File: src/rtl/sigma_delta_mod.sv
// sigma_delta_mod: second-order 1-bit sigma-delta modulator, ZOH-interpolated PCM input.
// Define SDM_DITHER_EN to add +/-1 LSB LFSR dither to the second integrator.
module sigma_delta_mod #(
  parameter int IN_WIDTH  = 24,
  parameter int ACC_WIDTH = 32,
  parameter int OSR       = 64
) (
  input  logic                clk,
  input  logic                rst_n,
  input  logic [IN_WIDTH-1:0] pcm_in,
  input  logic                pcm_valid,
  output logic                pcm_ready,
  input  logic                bit_en,
  output logic                bit_out,
  output logic                bit_valid,
  output logic                underrun
);

  localparam int CW = (OSR > 1) ? $clog2(OSR) : 1;
  localparam int SW = ACC_WIDTH + 2;

  localparam logic signed [SW-1:0] FS =
    {{(SW-IN_WIDTH){1'b0}}, 1'b1, {(IN_WIDTH-1){1'b0}}};
  localparam logic signed [SW-1:0] AMAX =
    {3'b000, {(ACC_WIDTH-1){1'b1}}};
  localparam logic signed [SW-1:0] AMIN =
    {3'b111, {(ACC_WIDTH-1){1'b0}}};

  typedef enum logic {IDLE, RUN} state_e;

  state_e state_q, state_d;

  logic [IN_WIDTH-1:0] cur_q, cur_d;
  logic [IN_WIDTH-1:0] nxt_q, nxt_d;
  logic                nxt_full_q, nxt_full_d;
  logic [CW-1:0]       cnt_q, cnt_d;

  logic signed [ACC_WIDTH-1:0] i1_q, i1_d;
  logic signed [ACC_WIDTH-1:0] i2_q, i2_d;

  logic bit_q, bit_d;
  logic bval_q, bval_d;
  logic unr_q, unr_d;

  logic push, tick, wrap, load, take;

  logic signed [SW-1:0] fb, x, s1, s2, dith;
  logic signed [ACC_WIDTH-1:0] e1, i2n;

  function automatic logic signed [ACC_WIDTH-1:0] sat(
    input logic signed [SW-1:0] v
  );
    if (v > AMAX)      sat = AMAX[ACC_WIDTH-1:0];
    else if (v < AMIN) sat = AMIN[ACC_WIDTH-1:0];
    else               sat = v[ACC_WIDTH-1:0];
  endfunction

  assign push = pcm_valid && pcm_ready;
  assign tick = (state_q == RUN) && bit_en;
  assign wrap = tick && (cnt_q == CW'(OSR - 1));
  assign load = (state_q == IDLE) && nxt_full_q;
  assign take = load || (wrap && nxt_full_q);

`ifdef SDM_DITHER_EN
  logic [15:0] lfsr_q, lfsr_d;

  always_comb begin
    lfsr_d = lfsr_q;
    if (tick)
      lfsr_d = {lfsr_q[0] ^ lfsr_q[2] ^ lfsr_q[3] ^ lfsr_q[5],
                lfsr_q[15:1]};
  end

  always_ff @(posedge clk or negedge rst_n) begin
    if (!rst_n) lfsr_q <= 16'hACE1;
    else        lfsr_q <= lfsr_d;
  end

  assign dith = lfsr_q[0] ? {{(SW-1){1'b0}}, 1'b1} : {SW{1'b1}};
`else
  assign dith = '0;
`endif

  always_ff @(posedge clk or negedge rst_n) begin
    if (!rst_n) begin
      state_q    <= IDLE;
      cur_q      <= '0;
      nxt_q      <= '0;
      nxt_full_q <= 1'b0;
      cnt_q      <= '0;
      i1_q       <= '0;
      i2_q       <= '0;
      bit_q      <= 1'b0;
      bval_q     <= 1'b0;
      unr_q      <= 1'b0;
    end else begin
      state_q    <= state_d;
      cur_q      <= cur_d;
      nxt_q      <= nxt_d;
      nxt_full_q <= nxt_full_d;
      cnt_q      <= cnt_d;
      i1_q       <= i1_d;
      i2_q       <= i2_d;
      bit_q      <= bit_d;
      bval_q     <= bval_d;
      unr_q      <= unr_d;
    end
  end

  always_comb begin
    state_d = state_q;
    unique case (state_q)
      IDLE: if (nxt_full_q) state_d = RUN;
      RUN:  state_d = RUN;
    endcase
  end

  // Sums carry two guard bits so saturation sees the true value.
  always_comb begin
    fb  = bit_q ? FS : -FS;
    x   = {{(SW-IN_WIDTH){cur_q[IN_WIDTH-1]}}, cur_q};
    s1  = {{2{i1_q[ACC_WIDTH-1]}}, i1_q} + x - fb;
    e1  = sat(s1);
    s2  = {{2{i2_q[ACC_WIDTH-1]}}, i2_q}
        + {{2{e1[ACC_WIDTH-1]}}, e1} - fb + dith;
    i2n = sat(s2);
  end

  always_comb begin
    cur_d      = cur_q;
    cnt_d      = cnt_q;
    i1_d       = i1_q;
    i2_d       = i2_q;
    bit_d      = bit_q;
    bval_d     = 1'b0;
    unr_d      = 1'b0;
    nxt_d      = push ? pcm_in : nxt_q;
    nxt_full_d = push || (nxt_full_q && !take);
    if (load) begin
      cur_d = nxt_q;
      cnt_d = '0;
    end
    if (tick) begin
      i1_d   = e1;
      i2_d   = i2n;
      bit_d  = ~i2n[ACC_WIDTH-1];
      bval_d = 1'b1;
      cnt_d  = wrap ? '0 : cnt_q + 1'b1;
      if (wrap) begin
        if (nxt_full_q) cur_d = nxt_q;
        else            unr_d = 1'b1;
      end
    end
  end

  assign pcm_ready = ~nxt_full_q;
  assign bit_out   = bit_q;
  assign bit_valid = bval_q;
  assign underrun  = unr_q;

endmodule
File: config.mk
export PLATFORM = sky130hd
export DESIGN_NAME = sigma_delta_mod
export DESIGN_NICKNAME = d
export VERILOG_FILES = /design/src/rtl/sigma_delta_mod.sv
export SDC_FILE = /design/constraint.sdc
export NUM_CORES = 1
export LEC_CHECK = 0
export CAP_MARGIN = 0
export CORE_MARGIN = 8
export CORE_UTILIZATION = 46
export DETAILED_ROUTE_END_ITERATION = 12
export PLACE_DENSITY = 0.67
export SLEW_MARGIN = 10
export SYNTH_ARGS = -nofsm -noshare
export SYNTH_HDL_FRONTEND = slang
export SYNTH_SLANG_ARGS = --single-unit
export TNS_END_PERCENT = 20
File: constraint.sdc
create_clock -name clk -period 28 [get_ports clk]
set_input_delay 5.6 -clock clk [delete_from_list [all_inputs] [get_ports clk]]
set_output_delay 5.6 -clock clk [all_outputs]
set_load 0.005 [all_outputs]
## After elaboration in Yosys (flattened, before gate mapping)

Index checks and enable logic that the tools add are counted.

- Latch bits: 0
- Memory bits (read-only): 0
- RAM bits: 0
- Register bits after elaboration: 123
- Memories kept: 0

- Magnitude comparators: 4
- Add/sub/neg operators: 5
- Multipliers: 0
- Reductions and logical operators: 10
- Divide/modulo/power cells: 0
- Eq/ne operators: 1
- Shift-type cells: 0
- Mux-type cells: 18
- Bitwise logic cells: 3

Operators with widths:

| operator | number |
|---|---|
| 32-bit 2-to-1 mux | 4 |
| 24-bit 2-to-1 mux | 4 |
| 34-bit by 32-bit greater-than comparator with 1-bit output, second input constant | 2 |
| 34-bit by 32-bit < comparator with 1-bit output, second input constant | 2 |
| 34-bit subtractor | 2 |
| 34-bit 2-to-1 mux | 1 |
| 32-bit by 24-bit adder with 33-bit output | 1 |
| 32-bit by 32-bit adder with 33-bit output | 1 |
| 6-bit 2-to-1 mux | 3 |
| 6-bit by 1-bit adder with 6-bit output, second input constant | 1 |
| 6-bit equality test, second input constant | 1 |
| 1-bit logical AND | 6 |
| 1-bit 2-to-1 mux | 5 |
| 1-bit NOT | 3 |
| 1-bit logical OR | 2 |
| 1-bit one-hot mux with 2 select lines | 1 |
| 2-bit nonzero test | 1 |
| 1-bit zero test | 1 |

## Longest topological paths before layout

Gate-level depths: netlist of run 1.

- Depth in word-level cells: 11
- Mapped depth: 48
- Mapped depth without buffers: 46

## Worst setup path after synthesis of run 1

OpenSTA, ideal clock, no wires.

- Path type: register to register
- Start: register (tool-made name)
- End: register i2_q[14]
- Library setup time: 0.126 ns
- Slack: 18.443 ns
- Buffers on the path: 2
- Period minus slack after synthesis: 9.557 ns
- Stages on the path, launching flop included: 47
- Required time: 27.874 ns
- Arrival: 9.431 ns
- Cells stage by stage: dfrtp_1 > ha_1 > inv_1 > fa_1 > nor2b_1 > o21ai_0 > a21boi_0 > o311ai_0 > o211ai_1 > or3_1 > a31oi_1 > xnor2_1 > inv_1 > fa_1 > o21ai_0 > a31oi_1 > o21bai_1 > a21o_1 > [11 not listed] > o211ai_1 > o221ai_1 > o21bai_1 > a21o_1 > a21oi_1 > xnor2_1 > fa_1 > a21o_1 > a21oi_1 > o21bai_1 > a21oi_1 > nor2b_1 > o21a_1 > o21a_1 > o221ai_1 > o31ai_4 > buf_6 > a221o_1

RTL lines:

| what | line | source |
|---|---|---|
| end signal: assignment | 103 | `i2_q <= i2_d;` |
| end: declaration | 39 | `logic signed [ACC_WIDTH-1:0] i2_q, i2_d;` |

==> run metrics, run 1 <==
status=complete, no violations; Worst Path Max Fanout=33; crit-path max cell delay=0.56 ns; largest net degree at the start of global routing=78; Final Non-Filler Cells=between 1000 and 1500; Layout fillers=between 1500 and 2000; syn avg cell area=a little over 10 um2; CP max stage cell=or4_1; Max Cap Viol=0; Worst EP required=28.30 ns; H-Tree Depth=4; R2R Path End=i2_q[23]; Die ar.=23800 um2; critical path arrival=around 11 ns; Post-DP HPWL=about 13 mm; most frequent cells in the layout=123 x dfrtp_1, 86 x ha_1, 80 x a21oi_1; mapped cell area=8770 um2; first-pass detailed-route iteration total=4; Placed Cells=roughly 1100; Ys Warns=0; ant diodes=0; reg2reg path depth=46; Via-to-Cell Ratio=5.78; Die Width=154 um; sequential area share after synthesis=0.351; Final setup viols=0; CTS tree=built; Pins Over Slew Limit=0; Fmax=0.0925 GHz; initial DRC count=254; Initial Util=0.469; cts repair resizes=0; Final Critical Period=between 10 and 15 ns; Worst-Margin Slew=1.10 ns; slew margin rel.=0.266; Crit Path Category=reg2reg; Core Box Area=18700 um2; post-route clock period utilization=0.386; P&R area growth vs syn=12.5%; startpoint types=flop; top_reg_cell synth=dfrtp_1; Crit path buffers/inverters=4; I/O Pins=32; Max Buffers Root-to-Sink=2; top cell family by delay on the critical path=compound AO/OA/AOI/OAI gates; Hold/Removal Path Class=reg2reg; WL per Instance=~16 um; CTS Sinks=123; # DRC=0; FF+latch area=3080 um2; multi-input logic area=about 5400 um2; vias in the first global route=around 6600; die height=154 um; post-synth cell types=68; Worst Hold End=i2_q[31]; Worst-path clk slew=approximately 0.070 ns; Syn Nets=981; CTS Buf Count=17; RSZ-0062 raised after global routing=false; Global Route Usage Sum=0.165; Hold Violations, Final=0; Hold Startpoint=i2_q[31]; routed wire length=between 15 and 20 mm; Final GP Congestion=~0.87; Synth Instances=863; commonest non-fill, non-tap cell in the layout=dfrtp_1; worst hold stages=1; cell row count=50; aggregate global routing overflow=0; Yosys reg bits=123; vias=6567; CTS root buffer=clkbuf_16; Final #Nets=1008; EDFF count, synth=0; layout cells sized above 1=0.156; clk_lat worst skew=0.43 ns; global-route wire length before repair=32.3 mm; initial antenna violation count=0; crit end category=flop; Reg2Reg Setup Slack=17.19 ns; clk_skew=0.0210 ns; Post-synth ARST share=1.00; Buffers on Ports=31; Setup TNS=0 ns; post-CTS setup buffers=0; hold buffer count at cts=0; Routed Antenna Nets=0
worst max path at each step:
stage               endpoint  slack, ns  cells past startpoint
detailed placement  i2_q[23]      17.27                     46
global route         i2_q[3]      16.18                     46
finish              i2_q[23]      17.19                     46
floorplan            i2_q[9]      18.44                     46
CTS                 i2_q[23]      17.18                     46
global placement    i2_q[23]      17.46                     46
stage by stage:
step,util,hold WS (ns),cell area (um2),worst slack (ns)
2_1_floorplan,-,0.454,8770,18.44
6_report,0.528,0.500,9870,17.19
3_5_place_dp,0.495,0.492,9270,17.27
4_1_cts,0.527,0.507,9870,17.18
3_3_place_gp,0.495,0.486,9270,17.46
5_1_grt,0.528,0.518,9870,16.18
metal layers:
metal / track usage / wire length, um / part of all wire / vias up
met2: 0.275 / 9140 / 0.49 / 87
met3: 0.0336 / 488 / 0.026 / 24
met4: 0.0658 / 455 / 0.024 / 0
met1: 0.205 / 8680 / 0.46 / 3165
li1: - / - / - / 3291
met5: 0 / 0 / 0 / -
kinds of logic after synthesis:
family,count (synthesis),share of synthesized area
AND/OR/NAND/NOR,159,0.0898
multiplexers,80,0.103
buffers and inverters,64,0.0338
adder cells (fa/ha/maj),90,0.132
flip-flops,123,0.351
AO/OA/AOI/OAI,277,0.221
XOR/XNOR,70,0.0699
worst register-to-register path: cells and delay by family (launching register included):
kind | cells | cell delay [ns]
compound gates | 28 | 6.03
buf+inv | 4 | 0.78
simple gates | 5 | 1.12
xor+xnor | 3 | 0.45
fa+ha+maj | 6 | 1.94
flops | 1 | 0.38
cell usage after synthesis (3+ instances only):
cell type    n  area share
a211o_1      4      0.0040
a21o_1      30       0.026
a21oi_1     80       0.046
a21oi_2      4      0.0040
a221o_1     31       0.035
a31o_2       4      0.0040
a31oi_1     13      0.0093
and2_1       7      0.0050
and3_1       9      0.0064
buf_2        6      0.0034
buf_6        6      0.0077
clkbuf_1    17      0.0073
dfrtp_1    123        0.35
fa_1         4      0.0091
ha_1        86        0.12
inv_1       32       0.014
mux2_2      78        0.10
nand2_1     46       0.020
nand2b_1     8      0.0057
nand3_1     10      0.0057
nand3b_1     3      0.0026
nand4_1      7      0.0050
nor2_1      33       0.014
nor2b_1      8      0.0057
nor3_1      15      0.0086
o211ai_1     5      0.0043
o21a_1      12       0.010
o21ai_0     36       0.021
o21ai_1     10      0.0057
o21bai_1    14       0.012
o31ai_1      4      0.0034
or2_2        3      0.0021
or3_1        3      0.0021
xnor2_1     47       0.047
xor2_1      23       0.023
final cells by class:
| class | count | area share |
|---|---|---|
| Timing Repair Buffer | 39 | 0.0373 |
| Multi-Input combinational cell | 676 | 0.548 |
| Clock inverter | 15 | 0.0179 |
| Sequential cell | 123 | 0.312 |
| Inverter | 33 | 0.0125 |
| Clock buffer | 17 | 0.0431 |
| Tap cell | 234 | 0.0297 |
Power of run 1 is left out: the tool's default activity adds up to more than one toggle a clock period on the data nets, which glitch-free logic cannot reach.
==> run 2: changes to the inputs <==
--- a/config.mk
+++ b/config.mk
@@ -9,7 +9,7 @@
 export CORE_MARGIN = 8
 export CORE_UTILIZATION = 46
 export DETAILED_ROUTE_END_ITERATION = 12
-export PLACE_DENSITY = 0.67
+export PLACE_DENSITY = 0.69
 export SLEW_MARGIN = 10
 export SYNTH_ARGS = -nofsm -noshare
 export SYNTH_HDL_FRONTEND = slang
==> constraint.sdc (replaced) <==
create_clock -name clk -period 8.8 [get_ports clk]
set_input_delay 1.76 -clock clk [delete_from_list [all_inputs] [get_ports clk]]
set_output_delay 1.76 -clock clk [all_outputs]
set_load 0.005 [all_outputs]
==> run metrics, run 2 (synthesis gave the netlist of run 1 again) <==
# DRC=0 (unchanged); Worst-path clk slew=0.06 ns (about the same); Die ar.=23800 um2 (unchanged); Hold Startpoint=i1_q[31]; Hold Violations, Final=0 (unchanged); Pins Over Slew Limit=0 (unchanged); first-pass detailed-route iteration total=5 (+1); status=complete, but fails checks; R2R Path End=i2_q[13]; clk_lat worst skew=0.42 ns (about the same); RSZ-0062 raised after global routing=true; CTS tree=built; Setup WS post-layout=-0.620 ns (-17.81 ns); Setup Slack @ Placement=-0.627 ns (-17.89 ns); critical path arrival=9.78 ns (-1.33 ns); Hold/Removal Path Class=reg2reg; Buffers on Ports=31 (unchanged); commonest non-fill, non-tap cell in the layout=buf_4; clk_skew=0.00864 ns (-0.0124 ns); post-route clock period utilization=1.07 (+0.684); startpoint types=flop; Post-DP HPWL=15.7 mm (+17%); Worst-Margin Slew=1.17 ns (+0.0750 ns); most frequent cells in the layout=187 x buf_4, 123 x dfrtp_1, 77 x mux2_2, 77 x ha_1, 59 x a21oi_1; largest net degree at the start of global routing=79 (+1.3%); crit-path max cell delay=0.47 ns (-0.09 ns); initial DRC count=367 (+44%); worst hold stages=2 (+1); ant diodes=0 (unchanged); Worst Hold End=i1_q[31]; Via-to-Cell Ratio=5.75 (-0.36%); H-Tree Depth=4 (unchanged); global-route wire length before repair=39.7 mm (+23%); routed wire length=23.7 mm (+26%); P&R area growth vs syn=36.1%; vias in the first global route=8125 (+23%); WL per Instance=17.8 um (+7.8%); initial antenna violation count=0 (unchanged); CTS root buffer=clkbuf_16; slew margin rel.=0.216 (-0.0501); Max Cap Viol=0 (unchanged); CTS Sinks=123 (unchanged); crit end category=flop; Layout fillers=1420 (-16%); Final Critical Period=9.42 ns (-1.39 ns); failing checks=setup timing; layout cells sized above 1=0.368 (+0.212); Global Route Usage Sum=0.205 (+0.0401); aggregate global routing overflow=0 (unchanged); Max Buffers Root-to-Sink=2 (unchanged); CP max stage cell=a2111oi_4; Final #Nets=1201 (+19%); cell row count=50 (unchanged); Final GP Congestion=0.870 (+0.17%); Routed Antenna Nets=0 (unchanged); Initial Util=0.469 (unchanged); Core Util, Final=0.638 (+0.111); Die Width=154 um (unchanged); Worst Path Max Fanout=8 (-76%); Fmax=0.106 GHz (+15%); Reg2Reg Setup Slack=-0.62 ns (-17.81 ns); Worst EP required=9.16 ns (-19.14 ns); reg2reg path depth=48 (+4.3%); I/O Pins=32 (unchanged); Final setup viols=31 (+31); Core Box Area=18700 um2 (unchanged); CTS Buf Count=17 (unchanged); Crit Path Category=reg2reg; die height=154 um (unchanged); vias=7654 (+17%)
-- run 2: changes by cell type in the layout (fill, tap and decap cells not counted), moves of 4 or more --
cell	before	now
a21oi_1	80	59
a21oi_2	4	21
a21oi_4	0	4
buf_12	0	7
buf_4	9	187
fa_1	4	0
fa_2	0	4
ha_1	86	77
ha_4	0	6
o21ai_0	36	26
o21ai_2	1	9
-- run 2: stage by stage --
step           setup TNS [ns]  instance area (um2)  cells  hold WS [ns]
6_report               -18.00                11900   1330         0.502
5_1_grt                -32.22                11900   1330         0.516
2_1_floorplan               0                 8870    863         0.454
4_1_cts                -10.01                11800   1322         0.503
3_3_place_gp           -16.58                10600   1262         0.478
3_5_place_dp           -19.38                10600   1262         0.490
-- run 2: routing by layer --
| metal | part of all wire | vias to the layer above | global-route usage |
|---|---|---|---|
| li1 | - | 3678 | - |
| met1 | 0.43 | 3733 | 0.245 |
| met2 | 0.49 | 187 | 0.348 |
| met3 | 0.046 | 56 | 0.0451 |
| met4 | 0.034 | 0 | 0.0905 |
| met5 | 0 | - | 0 |
-- run 2: worst max-delay path by stage --
stage | from | end | slack [ns] | depth (start not counted)
4_1_cts | flop | i2_q[15] | -0.38 | 49
2_1_floorplan | flop | i2_q[30] | 0.02 | 46
6_report | flop | i2_q[13] | -0.62 | 48
3_5_place_dp | flop | i2_q[23] | -0.63 | 45
3_3_place_gp | flop | i2_q[30] | -0.54 | 45
5_1_grt | i1_q[0] | i2_q[30] | -1.05 | 50
-- run 2: cell type report --
type	instances	area (um2)	share of cell area
clock inverter	15	173	0.0145
sequential	123	3080	0.258
inverter	33	124	0.0104
clock buffer	17	425	0.0356
multi-input combinational	677	5850	0.490
tap	234	293	0.0245
timing repair buffer	231	1990	0.167
-- run 2: repair_timing --
item / in CTS / in global routing
cloned: 6 / 0
pin swaps: 14 / 32
buffers inserted: 22 / 9
setup endpoints to repair: 33 / 33
gates resized for setup: 59 / 17
hold buffers: 0 / 0
-- run 2: critical path, delay by kind of cell (launching register included) --
| kind | cells | cell delay, ns |
|---|---|---|
| XOR/XNOR | 2 | 0.25 |
| AO/OA/AOI/OAI | 30 | 5.37 |
| AND/OR/NAND/NOR | 4 | 0.66 |
| flip-flops | 1 | 0.35 |
| adder cells (fa/ha/maj) | 6 | 1.72 |
| multiplexers | 1 | 0.34 |
| buffers and inverters | 5 | 0.62 |
Power of run 2 is left out for the same reason.
==> run 3: changes to the inputs <==
--- a/config.mk
+++ b/config.mk
@@ -5,6 +5,7 @@
 export SDC_FILE = /design/constraint.sdc
 export NUM_CORES = 1
 export LEC_CHECK = 0
+export ABC_CLOCK_PERIOD_IN_PS = 8800
 export CAP_MARGIN = 0
 export CORE_MARGIN = 8
 export CORE_UTILIZATION = 46
==> results of run 3 <==
No change in the layout: final DEF, timing and power equal those of run 2.
Power of run 3 is left out for the same reason.
